--- config.mk ---
export PLATFORM = sky130hd
export DESIGN_NAME = multicycle_ctrl_fsm_flat
export DESIGN_NICKNAME = d
export VERILOG_FILES = /design/src/rtl/ctrl_pkg.sv /design/src/rtl/multicycle_ctrl_fsm_if.sv /design/src/rtl/ctrl_out_decode.sv /design/src/rtl/multicycle_ctrl_fsm.sv /design/src/flat_wrapper.sv
export SDC_FILE = /design/constraint.sdc
export NUM_CORES = 1
export LEC_CHECK = 0
export ABC_AREA = 0
export CAP_MARGIN = 5
export CORE_MARGIN = 2
export CORE_UTILIZATION = 45
export DETAILED_ROUTE_END_ITERATION = 8
export GPL_TIMING_DRIVEN = 0
export PLACE_DENSITY = 0.8
export SYNTH_ARGS = -nofsm -noshare
export SYNTH_HDL_FRONTEND = slang
export SYNTH_HIERARCHICAL = 1
export SYNTH_SLANG_ARGS = --single-unit
--- constraint.sdc ---
create_clock -name clk -period 3.86 [get_ports clk]
set_input_delay 0.772 -clock clk [delete_from_list [all_inputs] [get_ports clk]]
set_output_delay 0.772 -clock clk [all_outputs]
set_load 0.02 [all_outputs]
--- src/rtl/ctrl_pkg.sv ---
// Shared definitions for the multicycle RV32I control FSM: state encoding,
// opcodes, datapath mux codes and the bundled control-output record.
package ctrl_pkg;

  typedef enum logic [3:0] {
    FETCH,
    DECODE,
    MEMADR,
    MEMREAD,
    MEMWB,
    MEMWRITE,
    EXECR,
    EXECI,
    ALUWB,
    BRANCH,
    JAL,
    JALR,
    LUI,
    TRAP
  } state_e;

  typedef logic [1:0] sel_t;
  typedef logic [6:0] opcode_t;

  localparam opcode_t OP_LOAD   = 7'b0000011;
  localparam opcode_t OP_STORE  = 7'b0100011;
  localparam opcode_t OP_R      = 7'b0110011;
  localparam opcode_t OP_I      = 7'b0010011;
  localparam opcode_t OP_BRANCH = 7'b1100011;
  localparam opcode_t OP_JAL    = 7'b1101111;
  localparam opcode_t OP_JALR   = 7'b1100111;
  localparam opcode_t OP_LUI    = 7'b0110111;

  localparam sel_t SRCA_PC     = 2'b00;
  localparam sel_t SRCA_OLDPC  = 2'b01;
  localparam sel_t SRCA_RS1    = 2'b10;

  localparam sel_t SRCB_RS2    = 2'b00;
  localparam sel_t SRCB_IMM    = 2'b01;
  localparam sel_t SRCB_FOUR   = 2'b10;

  localparam sel_t ALUOP_ADD   = 2'b00;
  localparam sel_t ALUOP_SUB   = 2'b01;
  localparam sel_t ALUOP_FUNCT = 2'b10;

  localparam sel_t RES_ALUOUT  = 2'b00;
  localparam sel_t RES_MEMDATA = 2'b01;
  localparam sel_t RES_ALU     = 2'b10;
  localparam sel_t RES_IMM     = 2'b11;

  typedef struct packed {
    logic mem_req;
    logic mem_we;
    logic adr_src;
    logic ir_write;
    logic pc_write;
    logic reg_write;
    sel_t alu_src_a;
    sel_t alu_src_b;
    sel_t alu_op;
    sel_t result_src;
    logic trap;
  } ctrl_out_t;

  // Dispatch target after DECODE; unsupported opcodes go to the sticky TRAP state.
  function automatic state_e decode_next(input opcode_t opcode);
    state_e nxt;
    case (opcode)
      OP_LOAD, OP_STORE: nxt = MEMADR;
      OP_R:              nxt = EXECR;
      OP_I:              nxt = EXECI;
      OP_BRANCH:         nxt = BRANCH;
      OP_JAL:            nxt = JAL;
      OP_JALR:           nxt = JALR;
      OP_LUI:            nxt = LUI;
      default:           nxt = TRAP;
    endcase
    return nxt;
  endfunction

endpackage

--- src/rtl/multicycle_ctrl_fsm_if.sv ---
// Control/handshake bundle between the multicycle controller (master) and
// the datapath plus shared memory (slave).
interface multicycle_ctrl_fsm_if;
  import ctrl_pkg::*;

  opcode_t opcode;
  logic    branch_taken;
  logic    mem_ready;

  logic    mem_req;
  logic    mem_we;
  logic    adr_src;
  logic    ir_write;
  logic    pc_write;
  logic    reg_write;
  sel_t    alu_src_a;
  sel_t    alu_src_b;
  sel_t    alu_op;
  sel_t    result_src;
  logic    trap;

  modport master (
    input  opcode,
    input  branch_taken,
    input  mem_ready,
    output mem_req,
    output mem_we,
    output adr_src,
    output ir_write,
    output pc_write,
    output reg_write,
    output alu_src_a,
    output alu_src_b,
    output alu_op,
    output result_src,
    output trap
  );

  modport slave (
    output opcode,
    output branch_taken,
    output mem_ready,
    input  mem_req,
    input  mem_we,
    input  adr_src,
    input  ir_write,
    input  pc_write,
    input  reg_write,
    input  alu_src_a,
    input  alu_src_b,
    input  alu_op,
    input  result_src,
    input  trap
  );

endinterface

--- src/rtl/ctrl_out_decode.sv ---
// Purely combinational output decode for the multicycle controller: maps the
// current state (plus mem_ready / branch_taken Mealy terms) to datapath controls.
module ctrl_out_decode
  import ctrl_pkg::*;
(
  input  state_e    state,
  input  logic      rst,
  input  logic      mem_ready,
  input  logic      branch_taken,
  output ctrl_out_t ctrl
);

  // Reset is active-low; while held, every control is forced inactive so an
  // aborted instruction can never leave a partial write enable behind.
  always_comb begin
    ctrl = '0;
    if (rst) begin
      case (state)
        FETCH: begin
          ctrl.mem_req    = 1'b1;
          ctrl.adr_src    = 1'b0;
          ctrl.alu_src_a  = SRCA_PC;
          ctrl.alu_src_b  = SRCB_FOUR;
          ctrl.alu_op     = ALUOP_ADD;
          ctrl.result_src = RES_ALU;
          ctrl.ir_write   = mem_ready;
          ctrl.pc_write   = mem_ready;
        end
        DECODE: begin
          ctrl.alu_src_a = SRCA_OLDPC;
          ctrl.alu_src_b = SRCB_IMM;
          ctrl.alu_op    = ALUOP_ADD;
        end
        MEMADR: begin
          ctrl.alu_src_a = SRCA_RS1;
          ctrl.alu_src_b = SRCB_IMM;
          ctrl.alu_op    = ALUOP_ADD;
        end
        MEMREAD: begin
          ctrl.mem_req = 1'b1;
          ctrl.adr_src = 1'b1;
        end
        MEMWB: begin
          ctrl.result_src = RES_MEMDATA;
          ctrl.reg_write  = 1'b1;
        end
        MEMWRITE: begin
          ctrl.mem_req = 1'b1;
          ctrl.mem_we  = 1'b1;
          ctrl.adr_src = 1'b1;
        end
        EXECR: begin
          ctrl.alu_src_a = SRCA_RS1;
          ctrl.alu_src_b = SRCB_RS2;
          ctrl.alu_op    = ALUOP_FUNCT;
        end
        EXECI: begin
          ctrl.alu_src_a = SRCA_RS1;
          ctrl.alu_src_b = SRCB_IMM;
          ctrl.alu_op    = ALUOP_FUNCT;
        end
        ALUWB: begin
          ctrl.result_src = RES_ALUOUT;
          ctrl.reg_write  = 1'b1;
        end
        // Branch target was latched into ALUOut during DECODE; the compare
        // runs now and steers the PC write directly.
        BRANCH: begin
          ctrl.alu_src_a  = SRCA_RS1;
          ctrl.alu_src_b  = SRCB_RS2;
          ctrl.alu_op     = ALUOP_SUB;
          ctrl.result_src = RES_ALUOUT;
          ctrl.pc_write   = branch_taken;
        end
        JALR: begin
          ctrl.alu_src_a = SRCA_RS1;
          ctrl.alu_src_b = SRCB_IMM;
          ctrl.alu_op    = ALUOP_ADD;
        end
        JAL: begin
          ctrl.alu_src_a  = SRCA_OLDPC;
          ctrl.alu_src_b  = SRCB_FOUR;
          ctrl.alu_op     = ALUOP_ADD;
          ctrl.result_src = RES_ALUOUT;
          ctrl.pc_write   = 1'b1;
        end
        LUI: begin
          ctrl.result_src = RES_IMM;
          ctrl.reg_write  = 1'b1;
        end
        TRAP: begin
          ctrl.trap = 1'b1;
        end
        default: ctrl = '0;
      endcase
    end
  end

endmodule

--- src/rtl/multicycle_ctrl_fsm.sv ---
// Main control FSM of the multicycle RV32I core: state register and next-state
// logic here, output decode in ctrl_out_decode.
module multicycle_ctrl_fsm
  import ctrl_pkg::*;
(
  input  logic                 clk,
  input  logic                 rst,
  multicycle_ctrl_fsm_if.master bus
);

  state_e    state_q;
  state_e    state_d;
  ctrl_out_t ctrl;

  always_ff @(posedge clk or negedge rst) begin
    if (!rst) begin
      state_q <= FETCH;
    end else begin
      state_q <= state_d;
    end
  end

  // Memory states hold until mem_ready; TRAP is absorbing until reset.
  always_comb begin
    state_d = state_q;
    case (state_q)
      FETCH:    if (bus.mem_ready) state_d = DECODE;
      DECODE:   state_d = decode_next(bus.opcode);
      MEMADR:   state_d = bus.opcode[5] ? MEMWRITE : MEMREAD;
      MEMREAD:  if (bus.mem_ready) state_d = MEMWB;
      MEMWB:    state_d = FETCH;
      MEMWRITE: if (bus.mem_ready) state_d = FETCH;
      EXECR:    state_d = ALUWB;
      EXECI:    state_d = ALUWB;
      ALUWB:    state_d = FETCH;
      BRANCH:   state_d = FETCH;
      JALR:     state_d = JAL;
      JAL:      state_d = ALUWB;
      LUI:      state_d = FETCH;
      TRAP:     state_d = TRAP;
      default:  state_d = FETCH;
    endcase
  end

  ctrl_out_decode u_out_decode (
    .state        (state_q),
    .rst          (rst),
    .mem_ready    (bus.mem_ready),
    .branch_taken (bus.branch_taken),
    .ctrl         (ctrl)
  );

  assign bus.mem_req    = ctrl.mem_req;
  assign bus.mem_we     = ctrl.mem_we;
  assign bus.adr_src    = ctrl.adr_src;
  assign bus.ir_write   = ctrl.ir_write;
  assign bus.pc_write   = ctrl.pc_write;
  assign bus.reg_write  = ctrl.reg_write;
  assign bus.alu_src_a  = ctrl.alu_src_a;
  assign bus.alu_src_b  = ctrl.alu_src_b;
  assign bus.alu_op     = ctrl.alu_op;
  assign bus.result_src = ctrl.result_src;
  assign bus.trap       = ctrl.trap;

endmodule

--- src/flat_wrapper.sv ---
// flat-port wrapper written by rule: the top's interface ports become plain ports
module multicycle_ctrl_fsm_flat import ctrl_pkg::*;
  (clk, rst, bus_opcode, bus_branch_taken, bus_mem_ready, bus_mem_req, bus_mem_we, bus_adr_src, bus_ir_write, bus_pc_write, bus_reg_write, bus_alu_src_a, bus_alu_src_b, bus_alu_op, bus_result_src, bus_trap);
  multicycle_ctrl_fsm_if bus_i ();
  input  logic clk;
  input  logic rst;
  input wire logic [$bits(bus_i.opcode)-1:0] bus_opcode;
  input wire logic [$bits(bus_i.branch_taken)-1:0] bus_branch_taken;
  input wire logic [$bits(bus_i.mem_ready)-1:0] bus_mem_ready;
  output wire logic [$bits(bus_i.mem_req)-1:0] bus_mem_req;
  output wire logic [$bits(bus_i.mem_we)-1:0] bus_mem_we;
  output wire logic [$bits(bus_i.adr_src)-1:0] bus_adr_src;
  output wire logic [$bits(bus_i.ir_write)-1:0] bus_ir_write;
  output wire logic [$bits(bus_i.pc_write)-1:0] bus_pc_write;
  output wire logic [$bits(bus_i.reg_write)-1:0] bus_reg_write;
  output wire logic [$bits(bus_i.alu_src_a)-1:0] bus_alu_src_a;
  output wire logic [$bits(bus_i.alu_src_b)-1:0] bus_alu_src_b;
  output wire logic [$bits(bus_i.alu_op)-1:0] bus_alu_op;
  output wire logic [$bits(bus_i.result_src)-1:0] bus_result_src;
  output wire logic [$bits(bus_i.trap)-1:0] bus_trap;
  assign bus_i.opcode = bus_opcode;
  assign bus_i.branch_taken = bus_branch_taken;
  assign bus_i.mem_ready = bus_mem_ready;
  assign bus_mem_req = bus_i.mem_req;
  assign bus_mem_we = bus_i.mem_we;
  assign bus_adr_src = bus_i.adr_src;
  assign bus_ir_write = bus_i.ir_write;
  assign bus_pc_write = bus_i.pc_write;
  assign bus_reg_write = bus_i.reg_write;
  assign bus_alu_src_a = bus_i.alu_src_a;
  assign bus_alu_src_b = bus_i.alu_src_b;
  assign bus_alu_op = bus_i.alu_op;
  assign bus_result_src = bus_i.result_src;
  assign bus_trap = bus_i.trap;
  multicycle_ctrl_fsm u_core (.clk(clk), .rst(rst), .bus(bus_i));
endmodule
==> results.tsv, run 1 <==
stage	metric	value	unit
grt	busiest layer in global routing	met2	
grt	GRT met3 Usage	5.22	%
hold_path	Hold Path Cell Cnt	1	
pwr	Sw Share	47.8	%
timing	TNS Setup	0	ns
place	GP Congestion	0.823	
layout	most common cell after layout, fill and taps aside	clkdlybuf4s50_1	
route	drt first pass iters	4	
clocking	CTS tree	done	
route	vias per cell	5.59	
pwr	Combinational Power Share	76.6	%
timing	final setup skew	0.00954	ns
setup_path	crit-path max FO	11	
grt	initial antenna violation count	0	
route	initial DRC count	18	
yosys	register area share after synthesis	15.4	%
yosys	FFs w/ async S/R, synth	100	%
setup_path	Worst EP required	3.09	ns
layout	area of the multi-input gates	498	sq um
clocking	CTS clk-pin slew, worst paths	0.04	ns
clocking	Clock Latency Late Sink	0.24	ns
timing	Slew @ Worst Pin	0.452	ns
grt	largest net degree at the start of global routing	12	
layout	FF/Latch Area	100	sq um
yosys	Ys Warns	6	
place	IO Port Bufs	25	
yosys	Distinct cells, synth	38	
yosys	Seq cells post-synth	4	
timing	final worst-path cycle share	86.8	%
pwr	Pwr Density	578	nW/um^2
layout	Fillers	117	
setup_path	Startpoint Class	input port	
setup_path	CP endpoint kind	output pin	
floorplan	Core Box Area	1320	sq um
layout	n_diodes	0	
grt	first-pass GRT wire length	2720	um
yosys	Yosys top cell by area	dfrtp_1	
timing	Max Slew Vio Count	0	
route	drt drc	0	
yosys	Mapped Area	648	sq um
hold_path	Hold Path End	u_core/state_q[3]	
yosys	Post-Syn Nets	101	
timing	Min Hold Slack	0.644	ns
setup_path	Worst R2R End	u_core/state_q[0]	
yosys	syn_area_per_cell	7.20	sq um
pwr	Sw Pwr	0.000260	W
yosys	cells after synthesis	90	
route	final wirelength	1670	um
timing	final hold viol count	0	
place	DP HPWL	1300	um
hold_path	hold path start	u_core/state_q[1]	
layout	biggest regs	u_core/state_q (4)	
layout	fin nets	131	
layout	commonest cells after routing, fill and taps aside	25 x clkdlybuf4s50_1, 12 x nand2_1, 10 x nor2_1	
timing	FMAX	298	MHz
clocking	H-tree level count	1	
pwr	internal power	0.000284	W
grt	GR met2 Demand/Resource	36.9	%
setup_path	R2R depth	6	
grt	GRT met1 Usage	20.6	%
floorplan	die area	1760	sq um
floorplan	initial core utilization	49.2	%
route	remaining antenna violation count	0	
yosys	Post-synth EDFFs	0	
clocking	CTS resizes	0	
yosys	Synth area leaders	dfrtp_1 15%, nand2_1 6.9%, nor2_1 5.8%, xor2_1 5.4%, nor2b_1 4.8%	
yosys	Post-synth top flop	dfrtp_1	
layout	ratio of cells with drive above 1 in the final layout	12.7	%
grt	GRT Total Usage	20.1	%
route	routed vias	743	
pwr	largest vdd supply drop	0.288	mV
layout	Layout area overhead	45.0	%
setup_path	R2R Path Start	u_core/state_q[0]	
floorplan	die height	42.0	um
setup_path	kind of critical path	input port to output pin	
clocking	TritonCTS Sinks	4	
timing	RSZ-0062 raised after global routing	no	
timing	relative slew slack	69.8	%
clocking	Hold Buf Count CTS	0	
floorplan	# rows	13	
floorplan	chip width	42.0	um
route	routed len/inst	12.5	um
layout	Top reg by flops	u_core/state_q	
clocking	Post-CTS Setup Inserts	0	
pwr	Clk pwr share	9.6	%
clocking	CTS Buf Count	3	
yosys	post-synth top area share	15.4	%
pwr	LEAKAGE	0.393	nW
timing	Tmin final	3.35	ns
clocking	clk buf depth	2	
clocking	clk root buf	clkbuf_4	
hold_path	hold crit path type	flip-flop to flip-flop	
grt	number of global-route vias before repair	660	
setup_path	Worst Path Arrival	2.58	ns
setup_path	R2R Setup Slk	2.19	ns
grt	GR Overflow Total	0	
floorplan	IO Pins	26	
timing	Final Setup Violations	0	
outcome	outcome	finished clean	
layout	max reg flops	4	
pwr	Sequential Power Share	13.8	%
job	max_cap viols	0	
[layer usage]
layer	vias up	share of wire, %	routed length (um)
met5	-	0	0
met4	0	2.9	49
met2	34	49	814
met1	320	42	700
li1	383	-	-
met3	6	6.2	103
[cell usage after synthesis (2+ instances only)]
master and count:
a211oi_1 2, a31oi_1 2, a32oi_1 2, and3_1 4
buf_2 4, dfrtp_1 4, inv_1 3, mux2i_1 3
nand2_1 12, nand2b_1 3, nand2b_4 2, nand3_1 2
nand3b_1 2, nor2_1 10, nor2b_1 5, o21ai_0 2
o21ai_1 4, xor2_1 4
[kinds of logic after synthesis]
logic type | Yosys count | share of synthesized area (%)
simple gates | 47 | 40.0
compound gates | 23 | 26.8
buf+inv | 9 | 7.72
xor+xnor | 4 | 5.40
flops | 4 | 15.4
mux | 3 | 4.63
[how the worst max path moves through the flow]
stage                            end  depth (start not counted)  from  slack, ns
floorplan           bus_alu_src_b[1]                          2   rst       1.55
global placement    bus_alu_src_b[1]                          4   rst       0.53
detailed placement  bus_alu_src_b[1]                          4   rst       0.50
CTS                 bus_alu_src_b[1]                          4   rst       0.49
global route        bus_alu_src_b[1]                          4   rst       0.36
finish              bus_alu_src_b[1]                          4   rst       0.51
[per-stage QoR]
step	util (%)	std cells	cell area (sq um)	worst slack, ns	power (W)
finish	71.3	133	940	0.510	0.000543
global route	71.3	133	940	0.356	0.000593
CTS	71.3	133	940	0.494	0.000546
detailed placement	69.6	130	917	0.499	0.000492
global placement	69.6	130	917	0.525	0.000482
floorplan	-	90	648	1.55	0.000363
[power by group through the flow]
stage                     Sequential [W]  Combinational, W   Clock, W
after floorplan                0.0000710          0.000292          0
after global placement         0.0000759          0.000406          0
after detailed placement       0.0000757          0.000416          0
after CTS                      0.0000751          0.000417  0.0000539
after global routing           0.0000781          0.000456  0.0000593
final                          0.0000751          0.000416  0.0000521
[critical path, stage by stage]
cell,delay [ns]
clkdlybuf4s50_1,0.75
nand2b_4,0.10
nor4_1,0.30
clkdlybuf4s50_1,0.65
[cell type report]
type / count / area share, %
multi-input cells: 77 / 53.0
repair buffers: 25 / 26.6
flip-flops and latches: 4 / 10.7
plain buffers: 6 / 4.13
clock buffers: 3 / 2.40
well taps: 15 / 2.00
inverters: 3 / 1.20
Power figures use the tool's default switching activity.
==> inputs of run 2 (changes only) <==
CTS_CLUSTER_DIAMETER = 80   (was default)
CTS_CLUSTER_SIZE = 30   (was default)
==> results of run 2 <==
Same layout as run 1: the final DEF is identical, and so are final timing and power.
